==> config.mk <==
export PLATFORM = sky130hd
export DESIGN_NAME = subneg_control
export DESIGN_NICKNAME = d
export VERILOG_FILES = /design/src/rtl/subneg_control.sv
export SDC_FILE = /design/constraint.sdc
export NUM_CORES = 1
export LEC_CHECK = 0
export ABC_AREA = 0
export CAP_MARGIN = 15
export CORE_ASPECT_RATIO = 2
export CORE_UTILIZATION = 55
export CTS_CLUSTER_SIZE = 8
export DETAILED_ROUTE_END_ITERATION = 8
export PLACE_DENSITY_LB_ADDON = 0.1
export SYNTH_ARGS = -nofsm -noshare
export SYNTH_HDL_FRONTEND = slang
export SYNTH_SLANG_ARGS = --single-unit
==> constraint.sdc <==
create_clock -name clk -period 3.09 [get_ports clk]
set_input_delay 0.618 -clock clk [delete_from_list [all_inputs] [get_ports clk]]
set_output_delay 0.618 -clock clk [all_outputs]
set_load 0.05 [all_outputs]
==> src/rtl/subneg_control.sv <==
// SUBNEG sequencer: fetches A,B,C, computes mem[B] -= mem[A], branches to C when negative.
// Define SUBNEG_ICOUNT_EN to add a saturating 16-bit executed-instruction counter (icount).
module subneg_control #(
    parameter int unsigned WIDTH = 8
) (
    input  logic             clk,
    input  logic             reset,
    input  logic             start,
    output logic [WIDTH-1:0] mem_addr,
    output logic             mem_re,
    input  logic [WIDTH-1:0] mem_rdata,
    output logic             mem_we,
    output logic [WIDTH-1:0] mem_wdata,
    output logic [WIDTH-1:0] pc,
    output logic             busy,
    output logic             halted
`ifdef SUBNEG_ICOUNT_EN
    ,
    output logic [15:0]      icount
`endif
);

    typedef enum logic [2:0] {
        S_IDLE, S_FA, S_FB, S_FC, S_RA, S_RB, S_EX, S_HALT
    } state_t;

    state_t           state_q, state_d;
    logic [WIDTH-1:0] pc_q, pc_d;
    logic [WIDTH-1:0] a_q, a_d;
    logic [WIDTH-1:0] b_q, b_d;
    logic [WIDTH-1:0] c_q, c_d;
    logic [WIDTH-1:0] opa_q, opa_d;
    logic [WIDTH-1:0] diff;

    assign diff = mem_rdata - opa_q;
    assign pc   = pc_q;

    always_comb begin
        state_d   = state_q;
        pc_d      = pc_q;
        a_d       = a_q;
        b_d       = b_q;
        c_d       = c_q;
        opa_d     = opa_q;
        mem_addr  = pc_q;
        mem_re    = 1'b0;
        mem_we    = 1'b0;
        mem_wdata = '0;
        busy      = 1'b0;
        halted    = 1'b0;
        // Each fetch state captures the data requested by the previous state.
        unique case (state_q)
            S_IDLE: begin
                if (start) state_d = S_FA;
            end
            S_FA: begin
                busy    = 1'b1;
                mem_re  = 1'b1;
                state_d = S_FB;
            end
            S_FB: begin
                busy     = 1'b1;
                mem_re   = 1'b1;
                mem_addr = pc_q + WIDTH'(1);
                a_d      = mem_rdata;
                state_d  = S_FC;
            end
            S_FC: begin
                busy     = 1'b1;
                mem_re   = 1'b1;
                mem_addr = pc_q + WIDTH'(2);
                b_d      = mem_rdata;
                state_d  = S_RA;
            end
            S_RA: begin
                busy     = 1'b1;
                mem_re   = 1'b1;
                mem_addr = a_q;
                c_d      = mem_rdata;
                state_d  = S_RB;
            end
            S_RB: begin
                busy     = 1'b1;
                mem_re   = 1'b1;
                mem_addr = b_q;
                opa_d    = mem_rdata;
                state_d  = S_EX;
            end
            S_EX: begin
                busy      = 1'b1;
                mem_we    = 1'b1;
                mem_addr  = b_q;
                mem_wdata = diff;
                if (diff[WIDTH-1]) begin
                    pc_d    = c_q;
                    state_d = (c_q == '1) ? S_HALT : S_FA;
                end else begin
                    pc_d    = pc_q + WIDTH'(3);
                    state_d = S_FA;
                end
            end
            S_HALT: begin
                halted = 1'b1;
            end
            default: state_d = S_IDLE;
        endcase
    end

    always_ff @(posedge clk) begin
        if (!reset) begin
            state_q <= S_IDLE;
            pc_q    <= '0;
            a_q     <= '0;
            b_q     <= '0;
            c_q     <= '0;
            opa_q   <= '0;
        end else begin
            state_q <= state_d;
            pc_q    <= pc_d;
            a_q     <= a_d;
            b_q     <= b_d;
            c_q     <= c_d;
            opa_q   <= opa_d;
        end
    end

`ifdef SUBNEG_ICOUNT_EN
    logic [15:0] icount_q, icount_d;

    always_comb begin
        icount_d = icount_q;
        if (state_q == S_EX && icount_q != 16'hFFFF) icount_d = icount_q + 16'd1;
    end

    always_ff @(posedge clk) begin
        if (!reset) icount_q <= '0;
        else        icount_q <= icount_d;
    end

    assign icount = icount_q;
`endif

endmodule

After elaboration in Yosys (flattened, before gate mapping)
Cells that the tools add are included.
{ "op_classes": {"n_reduce_logical": 6, "eq_ne": 9, "addsub": 4, "div_mod_pow": 0, "mux": 11, "n_shift": 0, "n_bitwise": 0, "magnitude_cmp": 0, "n_mul": 0} }
{ "ops": {"columns": ["operator", "count"], "rows": [
  ["8-bit one-hot mux with 4 select lines", 1],
  ["3-bit one-hot mux with 7 select lines", 1],
  ["8-bit by 2-bit adder with 8-bit output (second input constant)", 2],
  ["8-bit 2-to-1 mux", 2],
  ["3-bit == test (second input constant)", 4],
  ["3-bit 2-to-1 mux", 3],
  ["8-bit by 1-bit adder with 8-bit output (second input constant)", 1],
  ["8-bit == test (second input constant)", 1],
  ["8-bit subtractor", 1],
  ["7-bit nonzero test", 1],
  ["3-bit by 2-bit == test with 1-bit output (second input constant)", 2],
  ["6-bit OR reduction", 1],
  ["5-bit OR reduction", 1],
  ["1-bit 2-to-1 mux", 4],
  ["3-bit by 1-bit == test with 1-bit output (second input constant)", 1],
  ["3-bit logical NOT", 1],
  ["2-bit inequality test (second input constant)", 1],
  ["2-bit AND reduction", 1],
  ["2-bit OR reduction", 1]
]} }
{ "totals": {"romBits": 0, "ramBits": 0, "n_memories": 0, "latchBits": 0, "reg_bits": 43} }

Longest topological paths before layout
Gate-level depths: netlist (run 1).
{ "logic_depth": {"word_depth": 4, "mapped_depth": 10, "depth_no_buf": 10} }

Worst setup path before layout (run 1)
OpenSTA, ideal clock, no wires.
{ "synth_path": {"path_type": "flip-flop to output port", "from": "register pc_q[1], in the netlist pc[1]", "to": "output mem_addr[4]", "t_arrival_ns": 3.095, "path_stages_with_launch": 7, "path_slack_ns": -0.623, "n_path_buf": 0, "required_time_ns": 2.472, "cell_sequence": "dfxtp_1 ha_1 a22oi_1 nor2_1 or3_1 a21oi_1 o41ai_1"} }
{ "synth_between": {"elab_chain_len": 2, "elab_cells_between_ends": 3, "classes_between": "2 x add/sub; 1 x mux"} }
{ "synth_lines": {"columns": ["item", "line", "text"], "rows": [
  ["from (decl)", "28", "logic [WIDTH-1:0] pc_q, pc_d;"],
  ["from (signal assigned)", "119", "pc_q <= pc_d;"],
  ["8-bit by 2-bit adder with 8-bit output / 8-bit by 1-bit adder with 8-bit output (equally long branches)", "71, 64", null],
  ["8-bit one-hot mux with 4 select lines *", "52", "unique case (state_q)"],
  ["to (decl)", "9", "output logic [WIDTH-1:0] mem_addr,"]
]} }
Every way passes the cells marked *; elsewhere a longest branch is shown, timed or not.

Worst setup path after layout (run 1)
{ "layout_path": {"from": "input mem_rdata[5]", "to": "output mem_wdata[7]"} }
{ "layout_between": {"elab_chain_len": 2} }
{ "layout_lines": {"columns": ["item", "line", "text"], "rows": [
  ["from (decl)", "11", "input logic [WIDTH-1:0] mem_rdata,"],
  ["8-bit subtractor", "35", "assign diff = mem_rdata - opa_q;"],
  ["8-bit 2-to-1 mux", "52", null],
  ["to (decl)", "13", "output logic [WIDTH-1:0] mem_wdata,"]
]} }
Every way passes these cells.

==> results of run 1 <==
## final cells by class
cell class / instances / area (um2)
clock buffer: 6 / 82.58
clock inverter: 2 / 35.03
fill: 324 / 962.2
inverter: 20 / 75.07
multi-input combinational: 267 / 1767
sequential: 43 / 862.1
tap: 55 / 68.82
timing repair buffer: 77 / 833.3
## logic make-up after synthesis
| kind of cell | count (synthesis) |
|---|---|
| and+or+nand+nor | 131 |
| AOI/OAI and AO/OA | 85 |
| buffers and inverters | 44 |
| DFF | 43 |
| muxes | 31 |
| adders and majority gates | 12 |
| xor gates and xnor gates | 8 |
## critical path: stages
cell and delay (ns):
sky130_fd_sc_hd__clkdlybuf4s50_1 0.44, sky130_fd_sc_hd__ha_2 0.21, sky130_fd_sc_hd__or4_1 0.40, sky130_fd_sc_hd__o22a_2 0.26, sky130_fd_sc_hd__xor2_2 0.17, sky130_fd_sc_hd__nor2_2 0.13
sky130_fd_sc_hd__buf_6 0.18
## cells in the mapped netlist (2+ instances only)
cell type	instances	area, um2
sky130_fd_sc_hd__a32oi_1	2	17.52
sky130_fd_sc_hd__xnor2_1	5	43.79
sky130_fd_sc_hd__mux2_2	3	33.78
sky130_fd_sc_hd__a21oi_1	28	140.1
sky130_fd_sc_hd__buf_1	4	15.01
sky130_fd_sc_hd__xor2_1	3	26.28
sky130_fd_sc_hd__nand2b_1	4	25.02
sky130_fd_sc_hd__nand4_1	6	37.54
sky130_fd_sc_hd__ha_1	11	137.6
sky130_fd_sc_hd__buf_2	2	10.01
sky130_fd_sc_hd__nor3_1	6	30.03
sky130_fd_sc_hd__nor4_1	4	25.02
sky130_fd_sc_hd__o21ai_0	22	110.1
sky130_fd_sc_hd__mux2i_1	26	260.3
sky130_fd_sc_hd__inv_1	20	75.07
sky130_fd_sc_hd__o221a_1	2	22.52
sky130_fd_sc_hd__mux2_4	2	30.03
sky130_fd_sc_hd__o2bb2ai_1	2	17.52
sky130_fd_sc_hd__o311ai_0	2	17.52
sky130_fd_sc_hd__nand3_1	13	65.06
sky130_fd_sc_hd__a31oi_1	4	25.02
sky130_fd_sc_hd__nand2_1	46	172.7
sky130_fd_sc_hd__clkbuf_1	17	63.81
sky130_fd_sc_hd__nor2_1	39	146.4
sky130_fd_sc_hd__a221oi_1	7	61.31
sky130_fd_sc_hd__or3_1	3	18.77
sky130_fd_sc_hd__a211oi_1	2	15.01
sky130_fd_sc_hd__and3_1	3	18.77
sky130_fd_sc_hd__dfxtp_1	43	860.8
## metal layers
metal / GRT usage [%] / vias up / wire [um]
li1: - / 1378 / -
met1: 32.93 / 1347 / 2975
met2: 61.84 / 127 / 4644
met3: 4.354 / 36 / 315
met4: 25.99 / 0 / 548
met5: 0 / - / 0
## worst min-delay path by stage
stage,from,endpoint,slack [ns],depth (start not counted)
after floorplan,opa_q[1]$_SDFFE_PN0P_,opa_q[1]$_SDFFE_PN0P_,0.44,2
after global placement,opa_q[6]$_SDFFE_PN0P_,opa_q[6]$_SDFFE_PN0P_,0.45,2
after detailed placement,opa_q[3]$_SDFFE_PN0P_,opa_q[3]$_SDFFE_PN0P_,0.45,2
after CTS,opa_q[3]$_SDFFE_PN0P_,opa_q[3]$_SDFFE_PN0P_,0.47,2
after global routing,opa_q[4]$_SDFFE_PN0P_,opa_q[4]$_SDFFE_PN0P_,0.48,2
final,opa_q[3]$_SDFFE_PN0P_,opa_q[3]$_SDFFE_PN0P_,0.47,2
## through the flow
step | utilization (%) | hold slack [ns]
6_report | 79.47 | 0.4683
3_3_place_gp | 75.17 | 0.4451
5_1_grt | 79.47 | 0.4827
4_1_cts | 78.56 | 0.4656
2_1_floorplan | - | 0.4363
3_5_place_dp | 75.17 | 0.4534
## power breakdown
part	leakage, nW	internal [mW]	switching [mW]
registers	0.348	0.571	0.0142
logic	0.986	0.166	0.218
clock network	0.0612	0.262	0.201
total	1.40	0.999	0.433
## timing repair
item / in CTS / in global routing
setup buffers: 2 / 1
gates resized for setup: 16 / 7
gates cloned: 0 / 0
pin swaps: 14 / 10
endpoints found under the setup margin: 4 / 4
## state kept, by name, summed over array words and instances (netlist names)
signal	flops
a_q	8
b_q	8
c_q	8
opa_q	8
pc	8
state_q	3
==> results.md, run 1 <==
- The flow ran to the end, and the final reports show no timing, DRC or antenna violations.
- After Yosys synthesis, XOR and XNOR cells account for ~2.6% of the synthesized area.
- The final count of pins violating max slew came to 0.
- The routed design has 8484 um of wire.
- The count of TritonRoute iterations in the first routing pass is 4.
- Data on the critical path arrives at its endpoint at 2.41 ns.
- The die is 51.80 um wide.
- The share of synthesized cell area in and, or, nand and nor gates is 21.74%.
- The synthesized cell area is about 2700 um2.
- Of all flip-flops after synthesis, the portion carrying an async set or reset was 0%.
- The number of hold buffers added after CTS was 0.
- Of the available clock period, the critical path in the final layout requires 97.84%.
- The synthesized net count is roughly 380.
- For the pin with the worst max-slew slack, the measured transition is 0.8127 ns.
- Summed over all layers, the global routing overflow is 0.
- The initial utilization of the core area, before any placement, comes to 58.21%.
- The number of vias per cell after detailed routing is 6.145.
- The synthesis-to-finish area growth is 36.51%.
- The die covers between 5000 and 6000 um2.
- The endpoint identified for the worst register-to-register timing path is pc[5]$_SDFFE_PN0P_.
- The HPWL after detailed placement is between 6000 and 7000 um.
- The time the final worst path needs with I/O delays and setup is slightly above 3 ns.
- The average wire per standard cell is roughly 18 um.
- The share of cells above drive strength 1 is 22.41%.
- In this run the static leakage power is 1.395 nW.
- After detailed placement, the total cell area comes to roughly 3500 um2.
- Counting flops and latches in the post-synthesis netlist gives 43.
- The clock tree from TritonCTS is built.
- The worst path meets setup with about 0.067 ns of slack.
- CTS built an H-tree with a depth of 2.
- Summing the areas of all fa, ha and maj instances in the mapped netlist gives 5.780% of the synthesized area.
- The endpoint type of the worst setup path is an output port.
- The launch point of the worst reg-to-reg path is state_q[2]$_SDFFE_PN0P_.
- The worst-case IR drop observed on VDD is ~0.4 mV.
- Global routing used between 30% and 40% of the available tracks across all layers.
- In this run the standard cell core region covers 4686 um2.
- The global-route wire length before repair is 13160 um.
- The number of antenna diodes in the final layout is 0.
- The worst setup path is launched from a primary input.
- The class of the worst hold path is reg -> reg.
- At the later pin of the worst-skew pair, clock insertion delay measures 0.30 ns.
- With fillers left out, the area of the finished cells amounts to ~3700 um2.
- The unique cell type count in the Yosys netlist is 52.
- In the layout the commonest cells are sky130_fd_sc_hd__nand2_1, sky130_fd_sc_hd__dfxtp_1, sky130_fd_sc_hd__buf_4.
- The launching instance or port of the critical path is mem_rdata[5].
- The initial antenna violation count is 0.
- The power density over cell area is 384.5 nW/um2.
- The total placed cells including tap cells is 459.
- The worst register-to-register path has a depth of 6.
- After technology mapping, the gate count stands at 354.
- In the final timing run, aggregate negative setup slack is 0 ns.
- The capture point of the worst path is mem_wdata[7].
- The synthesized netlist devotes 20.05% of its cell area to compound gates.
- The clock input transition at the sequential cells of the worst setup and hold paths is 0.09 ns.
- The net count of the finished layout is 437.
- The slack of the worst reg-to-reg path is 0.56 ns.
- The number of global-route vias before repair is 2794.
- The routability congestion estimate is around 0.90.
- The tool flagged a number of max-cap violations equal to 0.
- The clock net sink count is 43.
- In this run, synthesis inferred 0 flip-flops with an integrated enable.
- The share of the Yosys chip area taken by registers is approximately a third.
- The clock root buffer is sky130_fd_sc_hd__clkbuf_8.
- The routed layout has between 2000 and 3000 vias.
- The portion of netlist area occupied by mux cells is 11.88%.
- The number of cells in the finished layout apart from fillers is 470.
- The average instance in the mapped netlist occupies 7.705 um2.
- The count of synthesis-stage warnings from yosys is 0.
- In this run, the number of DRC markers left after iteration 0 of detailed routing was between 150 and 200.
- The main combinational cell family by area after synthesis is simple AND/OR/NAND/NOR gates.
- The final-report setup violation count is 0.
- The most common library cell in the layout ignoring fill and taps is sky130_fd_sc_hd__nand2_1.
- The number of DRC violations after detailed routing is 0.
- The final worst clock skew is 0.006841 ns.
- The number of nets with antenna violations after routing is 0.
- In this run the tightest slew margin relative to its limit is a little under half.
- The fmax is 330.8 MHz.
- The overall power of the completed layout is 1.432 mW.
- The number of hold violations in the final report was 0.
- The data required time of the worst path is 2.47 ns.
- Of all nets on the critical path, the largest fanout is 2.
- The count of buffers inserted at the top-level ports is 38.
- Entering global routing, the biggest net connects 33 pins.
- The most used flip-flop cell after synthesis is sky130_fd_sc_hd__dfxtp_1.
- The clock passes through at most 2 buffers.
- At the placement stage, the worst setup path has a slack of -0.3299 ns.
- The critical path is of the in -> out type.
- In this run the count of I/O pins placed on the die edge is 39.
- Measured along the y axis, the die boundary spans 101.6 um.
- The placement row count is 35.
- The total CTS buffers is 5.
(Power assumes the default switching activity.)
==> run 2: changes to the inputs <==
Settings changed: REMOVE_ABC_BUFFERS from default to 1.
==> results.md, run 2 (synthesis gave the netlist of run 1 again) <==
- The top-level I/O count came to 39 (unchanged).
- Run status: finished clean (unchanged).
- The final count of pins violating max slew is 0 (unchanged).
- The final-report setup violation count is 0 (unchanged).
- The largest buffer count on any clock path is 2 (unchanged).
- The final routed wirelength across all metal layers is 8075 um (was 8484 um).
- The sort of element at the start of the critical path is a primary input (unchanged).
- The area of placed instances came to 3497 um2 (was 3522 um2).
- The vias after detailed routing is 2875 (was 2888).
- The die area came to 5262 um2 (unchanged).
- The final instance area is 3671 um2 (was 3724 um2).
- The global-route wire length before repair is 12870 um (was 13160 um).
- The clock input transition at the sequential cells of the worst setup and hold paths was 0.08 ns (was 0.09 ns).
- The overall die width is 51.80 um (unchanged).
- The slew at the pin closest to its max-slew limit is 0.8409 ns (was 0.8127 ns).
- The length in cells of the worst reg-to-reg path is 11 (was 6).
- The final worst clock skew is 0.001993 ns (was 0.006841 ns).
- The core region area is 4686 um2 (unchanged).
- The peak supply drop came to 0.2915 mV (was 0.4047 mV).
- The maximum number of pins on one net before global-route repair was 32 (was 33).
- The effective utilization at floorplan is 58.21% (unchanged).
- The share of cells above drive strength 1 came to 21.63% (was 22.41%).
- The data required time of the worst path came to 2.47 ns (about the same).
- The average wire per standard cell is 17.14 um (was 18.05 um).
- The number of maximum-capacitance violations is 0 (unchanged).
- The overall global routing resource usage is 32.97% (was 33.95%).
- The total CTS buffers came to 5 (unchanged).
- The clock tree from TritonCTS was built (unchanged).
- The area used by sequential logic in the layout is 863.3 um2 (was 862.1 um2).
- The type of the worst setup path is in -> out (unchanged).
- The count of buffers inserted at the top-level ports is 38 (unchanged).
- The data arrival time of the critical path came to 2.40 ns (was 2.41 ns).
- The count of filler cells inserted in the layout is 362 (was 324).
- Setup repair after global routing left no endpoint under its margin.
- The number of vias per cell after detailed routing is 6.104 (was 6.145).
- The power density over cell area is 367.5 nW/um2 (was 384.5 nW/um2).
- The area of the multi-input gates is 1739 um2 (was 1767 um2).
- The number of cells in the finished layout apart from fillers is 471 (was 470).
- The number of DRC markers in iteration 0 came to 82 (was 153).
- The number of DRC violations after detailed routing was 0 (unchanged).
- The maximum fanout along the worst path is 3 (was 2).
- The die boundary height is 101.6 um (unchanged).
- The clock root buffer is sky130_fd_sc_hd__clkbuf_8 (unchanged).
- The clock latency reported for the late side of the worst-skew pair is 0.30 ns (about the same).
- The class of the worst hold path was reg -> reg (unchanged).
- The clock net sink count is 43 (unchanged).
- The reported leakage power is 1.365 nW (was 1.395 nW).
- The final HPWL from detailed placement is 6061 um (was 6193 um).
- The placement row count is 35 (unchanged).
- The time the final worst path needs with I/O delays and setup is 3.013 ns (was 3.023 ns).
- The part of the cycle the worst path needs was 97.52% (was 97.84%).
- The number of global-route vias before repair is 2763 (was 2794).
- The count of TritonRoute iterations in the first routing pass is 5 (was 4).
- The relative slew slack is 43.73% (was 45.62%).
- The number of H-tree levels came to 2 (unchanged).
- The antenna cell count is 0 (unchanged).
- The number of hold-repair buffers added at the cts stage is 0 (unchanged).
- The number of nets with antenna violations after routing was 0 (unchanged).
- The fmax came to 331.9 MHz (was 330.8 MHz).
- The routability congestion estimate is 0.9063 (was 0.8998).
- The initial antenna violation count was 0 (unchanged).
- The endpoint type of the worst setup path is an output port (unchanged).
- The total number of nets in the final design is 438 (was 437).
- The total placed cells including tap cells came to 459 (unchanged).
- The aggregate global routing overflow came to 0 (unchanged).
- The worst hold path stage count is 2 (unchanged).
- The most common library cell in the layout ignoring fill and taps is sky130_fd_sc_hd__nand2_1 (unchanged).
- Most used cells in the layout excluding fill and tap cells: sky130_fd_sc_hd__nand2_1, sky130_fd_sc_hd__buf_4, sky130_fd_sc_hd__dfxtp_1 (was sky130_fd_sc_hd__nand2_1, sky130_fd_sc_hd__dfxtp_1, sky130_fd_sc_hd__buf_4).
- The number of hold violations in the final report was 0 (unchanged).
- The synthesis-to-finish area growth is 34.59% (was 36.51%).
## run 2: per-stage QoR
stage / setup slack (ns) / utilization, % / total power, mW / setup TNS [ns] / hold slack (ns)
3_5_place_dp: -0.3618 / 74.63 / 0.9535 / -1.338 / 0.4512
6_report: 0.07663 / 78.34 / 1.349 / 0 / 0.4622
2_1_floorplan: -1.548 / - / 0.8051 / -2.866 / 0.4363
5_1_grt: 0.01642 / 78.34 / 1.396 / 0 / 0.4900
3_3_place_gp: -0.2983 / 74.63 / 0.9470 / -0.9111 / 0.4436
4_1_cts: -0.02399 / 77.68 / 1.343 / -0.02399 / 0.4629
## run 2: repair_timing
action                     CTS  global route
setup buffers                3             1
pin swaps                    9            10
gates resized for setup     14             9
cloned                       0             0
setup endpoints to repair    5             8
## run 2: critical path: stages
cell and delay [ns]:
sky130_fd_sc_hd__clkdlybuf4s50_1 0.52, sky130_fd_sc_hd__ha_4 0.22, sky130_fd_sc_hd__o21a_1 0.18, sky130_fd_sc_hd__o31a_1 0.15, sky130_fd_sc_hd__o21ai_1 0.15, sky130_fd_sc_hd__nand2b_1 0.08, sky130_fd_sc_hd__xnor2_1 0.12, sky130_fd_sc_hd__nor2_1 0.19
sky130_fd_sc_hd__buf_12 0.17
## run 2: cell type report
type                       count  area share (%)
tap                           55           1.875
timing repair buffer          78           22.46
sequential                    43           23.52
inverter                      20           2.045
clock buffer                   8           2.727
multi-input combinational    267           47.38
## run 2: report_power, final
part / leakage [nW] / internal (mW) / switching (mW)
Combinational: 0.965 / 0.155 / 0.205
Clock: 0.0515 / 0.204 / 0.193
Sequential: 0.348 / 0.571 / 0.0210
## run 2: path summary, 6_finish.rpt
path / slack, ns / startpoint / to
max: 0.08 / mem_rdata[2] / mem_wdata[5]
min: 0.46 / opa_q[5]$_SDFFE_PN0P_ / opa_q[5]$_SDFFE_PN0P_
max reg2reg: 0.48 / opa_q[0]$_SDFFE_PN0P_ / pc[2]$_SDFFE_PN0P_
min reg2reg: 0.46 / opa_q[5]$_SDFFE_PN0P_ / opa_q[5]$_SDFFE_PN0P_
## run 2: metal layers
| metal | vias up | part of all wire, % | wire [um] | track usage, % |
|---|---|---|---|---|
| met3 | 28 | 3.8 | 305 | 4.354 |
| met1 | 1349 | 36 | 2899 | 31.02 |
| li1 | 1380 | - | - | - |
| met5 | - | 0 | 0 | 0 |
| met2 | 118 | 55 | 4470 | 64.64 |
| met4 | 0 | 4.9 | 399 | 17.67 |
